**config.mk**
```make
export PLATFORM = sky130hd
export DESIGN_NAME = wavetable_addr_gen
export DESIGN_NICKNAME = d
export VERILOG_FILES = /design/src/rtl/wavetable_pkg.sv /design/src/rtl/wavetable_addr_chan.sv /design/src/rtl/wavetable_addr_gen.sv
export SDC_FILE = /design/constraint.sdc
export NUM_CORES = 1
export LEC_CHECK = 0
export CELL_PAD_IN_SITES_DETAIL_PLACEMENT = 1
export CELL_PAD_IN_SITES_GLOBAL_PLACEMENT = 1
export CORE_UTILIZATION = 40
export DETAILED_ROUTE_END_ITERATION = 8
export GPL_TIMING_DRIVEN = 0
export PLACE_DENSITY_LB_ADDON = 0.05
export SLEW_MARGIN = 20
export SYNTH_ARGS = -nofsm -noshare
export SYNTH_HDL_FRONTEND = slang
export SYNTH_SLANG_ARGS = --single-unit
```
**constraint.sdc**
```tcl
create_clock -name sample_adjust_clk -period 4.7 [get_ports sample_adjust_clk]
set_input_delay 0.94 -clock sample_adjust_clk [delete_from_list [all_inputs] [get_ports sample_adjust_clk]]
set_output_delay 0.94 -clock sample_adjust_clk [all_outputs]
set_load 0.05 [all_outputs]
```
**src/rtl/wavetable_pkg.sv**
```systemverilog
// Shared types, default widths and period-length helper for the
// wavetable address generator.
//   octave_t    : per-voice octave shift selector
//   period_len  : period length L of a voice from its base period P and mode
package wavetable_pkg;

  localparam int NUM_CH_DEF = 4;
  localparam int ADDR_W_DEF = 10;
  localparam int LEN_W      = 32;

  typedef enum logic [1:0] {
    OCT_UP1  = 2'd0,
    OCT_NORM = 2'd1,
    OCT_DN1  = 2'd2,
    OCT_DN2  = 2'd3
  } octave_t;

  // Computed at 32 bits so that 4*(P+1) never overflows for any supported
  // ADDR_W; callers zero-extend P into this width.
  function automatic logic [LEN_W-1:0] period_len(input logic [LEN_W-1:0] p,
                                                  input octave_t mode);
    logic [LEN_W-1:0] n;
    logic [LEN_W-1:0] l;
    n = p + 32'd1;
    l = n;
    case (mode)
      OCT_UP1: begin
        l = n >> 1;
        if (l == 32'd0) l = 32'd1;
      end
      OCT_NORM: l = n;
      OCT_DN1:  l = n << 1;
      OCT_DN2:  l = n << 2;
      default:  l = n;
    endcase
    return l;
  endfunction

endpackage

```
**src/rtl/wavetable_addr_chan.sv**
```systemverilog
// One wavetable voice: latches period/mode, steps the read address and
// flags the return to 0.
//   clk, rst    : clock, async active-high reset
//   step_en     : sample strobe
//   ch_en       : voice enable (address forced to 0 when low)
//   restart     : synchronous restart pulse
//   max_count   : live base period last index P
//   octave      : live octave_t
//   addr        : registered read address
//   wrap        : one-cycle pulse on a step that returns addr to 0
module wavetable_addr_chan
  import wavetable_pkg::*;
#(
  parameter int ADDR_W = ADDR_W_DEF,
  parameter int OUT_W  = ADDR_W + 2
) (
  input  logic              clk,
  input  logic              rst,
  input  logic              step_en,
  input  logic              ch_en,
  input  logic              restart,
  input  logic [ADDR_W-1:0] max_count,
  input  logic [1:0]        octave,
  output logic [OUT_W-1:0]  addr,
  output logic              wrap
);

  logic [OUT_W-1:0]  addr_q, addr_d;
  logic              wrap_q, wrap_d;
  logic [ADDR_W-1:0] p_q, p_d;
  octave_t           mode_q, mode_d;
  logic [LEN_W-1:0]  len;
  logic              at_last;

  // Length comes only from the latched values, so a live period change can
  // never shorten the period under a running address.
  assign len     = period_len(LEN_W'(p_q), mode_q);
  assign at_last = (LEN_W'(addr_q) == (len - 32'd1));

  always_comb begin
    addr_d = addr_q;
    wrap_d = 1'b0;
    p_d    = p_q;
    mode_d = mode_q;
    if (!ch_en || restart) begin
      addr_d = '0;
      p_d    = max_count;
      mode_d = octave_t'(octave);
    end else if (step_en) begin
      if (at_last) begin
        addr_d = '0;
        wrap_d = 1'b1;
        p_d    = max_count;
        mode_d = octave_t'(octave);
      end else begin
        addr_d = addr_q + OUT_W'(1);
      end
    end
  end

  always_ff @(posedge clk or posedge rst) begin
    if (rst) begin
      addr_q <= '0;
      wrap_q <= 1'b0;
      p_q    <= '0;
      mode_q <= OCT_NORM;
    end else begin
      addr_q <= addr_d;
      wrap_q <= wrap_d;
      p_q    <= p_d;
      mode_q <= mode_d;
    end
  end

  assign addr = addr_q;
  assign wrap = wrap_q;

endmodule

```
**src/rtl/wavetable_addr_gen.sv**
```systemverilog
// Multi-voice wavetable address generator: NUM_CH independent voices, each
// stepping a read address through one (octave-shifted) waveform period.
//   sample_adjust_clk : clock
//   Reset             : async active-high reset
//   step_en           : shared sample strobe
//   ch_en, restart    : per-voice enable and restart
//   max_count         : per-voice P, ADDR_W bits each
//   octave            : per-voice octave_t, 2 bits each
//   addr_counter      : per-voice read address, OUT_W bits each
//   wrap              : per-voice wrap pulse
module wavetable_addr_gen
  import wavetable_pkg::*;
#(
  parameter int NUM_CH = NUM_CH_DEF,
  parameter int ADDR_W = ADDR_W_DEF,
  parameter int OUT_W  = ADDR_W + 2
) (
  input  logic                    sample_adjust_clk,
  input  logic                    Reset,
  input  logic                    step_en,
  input  logic [NUM_CH-1:0]       ch_en,
  input  logic [NUM_CH-1:0]       restart,
  input  logic [NUM_CH*ADDR_W-1:0] max_count,
  input  logic [NUM_CH*2-1:0]     octave,
  output logic [NUM_CH*OUT_W-1:0] addr_counter,
  output logic [NUM_CH-1:0]       wrap
);

  for (genvar i = 0; i < NUM_CH; i++) begin : g_ch
    wavetable_addr_chan #(
      .ADDR_W (ADDR_W),
      .OUT_W  (OUT_W)
    ) u_chan (
      .clk       (sample_adjust_clk),
      .rst       (Reset),
      .step_en   (step_en),
      .ch_en     (ch_en[i]),
      .restart   (restart[i]),
      .max_count (max_count[i*ADDR_W +: ADDR_W]),
      .octave    (octave[i*2 +: 2]),
      .addr      (addr_counter[i*OUT_W +: OUT_W]),
      .wrap      (wrap[i])
    );
  end

endmodule

```
==> Yosys cells after proc, flatten, opt, wreduce, memory -nomap -nowiden <==
Cells that the tools add are included.
{ "op_classes": {"add_sub_neg": 12, "n_eq_ne": 16, "n_mux": 56, "reduce_logical": 28} }
{ "op_table": {"columns": ["operator", "n"], "rows": [
  ["$pmux 32 s4", 4],
  ["$mux 12", 12],
  ["$eq 12x32->1", 4],
  ["$logic_not 32->1", 4],
  ["$sub 32x1->32 const B", 4],
  ["$mux 31", 4],
  ["$mux 10", 12],
  ["$add 12x1->12 const B", 4],
  ["$add 10x1->11 const B", 4],
  ["$mux 2", 12],
  ["$eq 2x2->1 const B", 8],
  ["$reduce_bool 2->1", 8],
  ["$mux 1", 12],
  ["$eq 2x1->1 const B", 4],
  ["$logic_not 2->1", 4],
  ["$reduce_and 2->1", 4],
  ["$logic_not 1->1", 4],
  ["$logic_or 1x1->1", 4]
]} }
{ "totals": {"register_bits": 100, "word_cells": 128} }

==> Longest topological paths before layout <==
{ "depth": {"depth_word": 9, "ltp_mapped": 21} }

==> By module <==
Synthesis repeated with hierarchy kept, for this count alone.
{ "hier_totals": {"hier_cells": 1252, "area_unflattened_um2": 10641.5} }
{ "modules_own_cells": {"columns": ["mod", "n_inst", "cells_per_inst", "area_per_inst_um2", "seq_area_each_um2"], "rows": [
  ["wavetable_addr_chan (g_ch[0].u_chan ...)", 3, 305, 2612.5, 626.9],
  ["wavetable_addr_chan (g_ch[1].u_chan)", 1, 337, 2803.9, 626.9]
]} }

==> Worst setup path after synthesis <==
OpenSTA, ideal clock, no wires.
{ "synth_path": {"path_type": "register to register", "start": "register g_ch[0].u_chan.mode_q[0]", "end": "register g_ch[0].u_chan.mode_q[1]", "setup_time_ns": 0.127, "arrival_ns": 4.395, "required_ns": 4.573, "slack_ns": 0.177, "stages_incl_launch_ff": 21, "n_path_buf": 4, "synth_period_minus_slack_ns": 4.523, "path_cell_list": "dfstp_2 > clkbuf_1 > buf_2 > buf_1 > a21oi_1 > o211ai_1 > or2_2 > ha_1 > inv_1 > nor3_1 > nand2_1 > nor4_1 > and3_1 > ha_1 > nor3b_1 > o211ai_1 > a2111o_1 > a2111o_1 > o41ai_4 > buf_6 > mux2_1"} }
{ "synth_via": {"elab_chain_len": 6} }
{ "synth_lines": {"columns": ["element", "line", "source"], "rows": [
  ["start, declared", "wavetable_addr_chan.sv:31", "octave_t mode_q, mode_d;"],
  ["start signal, assigned", "wavetable_addr_chan.sv:71", "mode_q <= mode_d;"],
  ["$eq 2x2->1, or another cell as far along", "wavetable_pkg.sv:26", "case (mode)"],
  ["$pmux 32 s4 (*)", "wavetable_pkg.sv:26", null],
  ["$sub 32x1->32 (*)", "wavetable_addr_chan.sv:38", "assign at_last = (LEN_W'(addr_q) == (len - 32'd1));"],
  ["$eq 12x32->1 (*)", "wavetable_addr_chan.sv:38", null],
  ["$reduce_bool 2->1 (no line) (*)", null, null],
  ["$reduce_and 2->1 (no line) (*)", null, null]
]} }
Mark *: on every way between the ends. The rest lies on a longest branch, timed or not. The select of a mux whose other input is x is not followed.
A chain may end at the register's enable or synchronous reset.

==> Final worst setup path <==
{ "layout_path": {"start": "register g_ch[0].u_chan.p_q[2]", "end": "register g_ch[0].u_chan.p_q[0]"} }
{ "layout_via": {"elab_chain_len": 8} }
{ "layout_lines": {"columns": ["element", "line", "source"], "rows": [
  ["start, declared", "wavetable_addr_chan.sv:30", "logic [ADDR_W-1:0] p_q, p_d;"],
  ["start signal, assigned", "wavetable_addr_chan.sv:70", "p_q <= p_d;"],
  ["$add 10x1->11 (*)", "wavetable_pkg.sv:24", "n = p + 32'd1;"],
  ["$logic_not 32->1", "wavetable_pkg.sv:29", "if (l == 32'd0) l = 32'd1;"],
  ["$mux 31", "wavetable_pkg.sv:29", null],
  ["$pmux 32 s4 (*)", "wavetable_pkg.sv:26", null],
  ["$sub 32x1->32 (*)", "wavetable_addr_chan.sv:38", null],
  ["$eq 12x32->1 (*)", "wavetable_addr_chan.sv:38", null],
  ["$reduce_bool 2->1 (no line) (*)", null, null],
  ["$reduce_and 2->1 (no line) (*)", null, null]
]} }
Marked as above.

==> qor.yml <==
grt:
  grt_max_degree: 75
  grt_pass1_wl_um: 61960
  grt_pass1_vias: 11590
  track_usage_pct: 27.33
  antenna_found_initial: 0
  grt_remaining_overflow: 0
yosys:
  synth-edff-count: 0
  synth.area.top_cells: "dfrtp_1 (22%), xnor2_1 (4.6%), nand2_1 (4.2%)"
  synth_top_family_by_area: "simple AND/OR/NAND/NOR gates"
  async_reset_ff_share_pct: 100.0
  ys_top_cells_by_count: "nand2_1 (119), dfrtp_1 (96), nand3_1 (75)"
  synth_flop_cell: "dfrtp_1"
  synth-simple-area-share_pct: 28.90
  yosysMostFrequentCell: "nand2_1"
  muxShareOfSynthArea_pct: 6.699
  synth.avg_cell_area_um2: 7.945
  ys_seq_elements: 100
  synth_compound_area_share_pct: 25.25
  synth.distinct_cells: 100
  synth_seq_area_share_pct: 23.31
  synth_fa_ha_area_share_pct: 1.861
  yosysWarnings: 0
  syn_area_um2: 10760
  synth_top_area_share_pct: 22.33
  synth_xor_area_share_pct: 7.653
  syn-num-nets: 1429
  netlist_instances: 1354
  synth_top_area_cell: "dfrtp_1"
floorplanning:
  core_area_um2: 26210
  ios: 111
  dieArea_um2: 27550
  start_util_pct: 41.05
  die-width_um: 166.0
  die_h_um: 166.0
  placement_rows: 59
detailed_routing:
  top_layer_used: "met4"
  ant_nets: 0
  wl_met1_um: 17330
  vias: 11540
  dr.pass1.iters: 7
  wl_met3_um: 1393
  dr_wl_met2_um: 19000
  avgRoutedWirePerCell_um: 20.73
  vias_per_cell: 6.205
  drc: 7
  routed_wl_um: 38540
  drtIter0Drc: 676
worst_setup_path:
  cp-end-kind: "flop"
  critical_path_class: "reg2reg"
  cp.arrival_ns: 4.91
  path_max_fanout: 10
  reg2regPathDepth: 21
  crit_required_ns: 4.94
  reg2reg_from: "g_ch[0].u_chan.p_q[2]"
  r2r-end: "g_ch[0].u_chan.p_q[0]"
  startpoint_type: "flop"
  reg2reg_slack_ns: 0.03
timing:
  fin_crit_ns: 4.668
  setup_violations: 0
  drv_slew: 0
  max_freq_mhz: 214.2
  relSlewSlack_pct: 47.55
  finClkSkew_ns: 0.01092
  finalCritPeriodShare_pct: 99.33
  worst_pin_slew_ns: 0.7669
  hold_viol: 0
clock_network:
  cts_max_path_buffers: 2
  cts_sinks: 100
  clk_latency_ns: 0.36
  htreeDepth: 3
  path_clk_slew_ns: 0.08
  numCtsBuffers: 9
  cts_tree: "done"
  cts_root_buf: "clkbuf_16"
power:
  finalPower_mw: 3.232
  cellPowerDensity_nw_per_um2: 241.0
  vdd_drop_max_v: 0.0001452
  leakage_nw: 5.017
job:
  max-cap-violations: 0
outcome:
  outcome: "finished with violations"
  violations: "design-rule violations"
worst_hold_path:
  hold_class: "reg2reg"
  whs_path_depth: 1
  hp-start: "g_ch[0].u_chan.p_q[6]"
  hold_end: "g_ch[0].u_chan.p_q[6]"
placed_design:
  gp_congestion: 0.8588
  dp_hpwl_um: 27780
  port_buffers: 110
  placed_area_um2: 12310
finish:
  final_nets: 1594
  area_delta_synth_final_pct: 24.66
  layout-drive-gt1-share_pct: 15.88
  final_area_um2: 13410
  diodes: 0
## worst max path at each step
stage                             startpoint  cells past startpoint                  endpoint
finish                 g_ch[0].u_chan.p_q[2]                     21     g_ch[0].u_chan.p_q[0]
global route           g_ch[1].u_chan.p_q[0]                     17     g_ch[1].u_chan.p_q[1]
CTS                    g_ch[1].u_chan.p_q[1]                     20     g_ch[1].u_chan.p_q[3]
detailed placement  g_ch[0].u_chan.mode_q[0]                     19    g_ch[0].u_chan.addr[6]
global placement    g_ch[0].u_chan.mode_q[0]                     19   g_ch[0].u_chan.addr[10]
floorplan           g_ch[0].u_chan.mode_q[0]                     20  g_ch[0].u_chan.mode_q[1]
## registers in the layout, indices dropped and copies added (netlist names)
| name | cells |
|---|---|
| g_ch.u_chan.addr | 48 |
| g_ch.u_chan.p_q | 40 |
| g_ch.u_chan.mode_q | 8 |
| g_ch.u_chan.wrap | 4 |
## through the flow
step	hold slack (ns)	utilization, %	TNS [ns]	cells	setup WS [ns]
2_1_floorplan	0.5411	-	0	1354	0.1771
3_3_place_gp	0.5847	46.85	-101.37	1799	-0.8378
3_5_place_dp	0.5883	46.98	-43.42	1800	-0.9967
4_1_cts	0.6022	49.56	0	1833	0.008863
5_1_grt	0.6225	51.17	-0.6739	1859	-0.04210
6_report	0.6039	51.17	0	1859	0.03166
## power by group
part,switching [mW],internal [mW],total (mW)
Sequential,0.0466,0.903,0.949
Combinational,0.864,0.583,1.45
Clock,0.392,0.444,0.836
## metal layers
metal / vias to the layer above / global-route usage, %
met5: - / 0
met4: 0 / 7.233
met3: 63 / 3.622
met2: 234 / 47.39
met1: 5779 / 35.57
li1: 5459 / -
## logic make-up after synthesis
group | Yosys count
adders and majority gates | 16
buffers and inverters | 148
DFF | 100
muxes | 60
AOI/OAI and AO/OA | 367
xor gates and xnor gates | 94
and+or+nand+nor | 569
## cells in the final DEF (no fill, tap or decap), types with 23 or more instances in the layout
cell and n:
clkbuf_1 42, nand4_1 32, nor3_1 50, nor2_1 68, a31oi_1 25, buf_4 58, nor4_1 24, and3_1 31
dfrtp_1 89, clkdlybuf4s50_1 110, nand2_1 117, nand3_1 72, xor2_1 37, inv_1 33, a21oi_1 47, and2_1 36
o211ai_1 23, o21ai_0 56, xnor2_1 56
## worst max-delay path, stage by stage (launching register included)
cell and delay, ns:
dfrtp_1 0.42, buf_6 0.16, nor4_4 0.31, inv_1 0.12
a211oi_2 0.24, o211ai_1 0.16, or2_4 0.29, ha_4 0.17
inv_2 0.07, nor3_4 0.05, nand2_2 0.14, nor4_4 0.05
and3_4 0.20, ha_1 0.26, nor3b_2 0.15, o211ai_1 0.16
a2111o_1 0.38, a2111o_1 0.34, o41ai_4 0.24, buf_6 0.18
buf_8 0.13, mux2_1 0.32
## layout make-up
cell class,instances,area [um2]
buffer,102,588.1
clock inverter,4,48.80
timing repair buffer,161,1509
inverter,39,151.4
tap,335,419.2
fill,3165,12800
multi-input combinational,1106,7921
sequential,100,2516
clock buffer,12,256.5
## repair_timing
action,4_1_cts,5_1_grt
gates resized for setup,66,56
setup endpoints to repair,69,90
pin swaps,17,24
gates cloned,1,1
buffers inserted,19,29
hold buffers,0,0
Note: power is estimated with default switching activity, not from simulation.
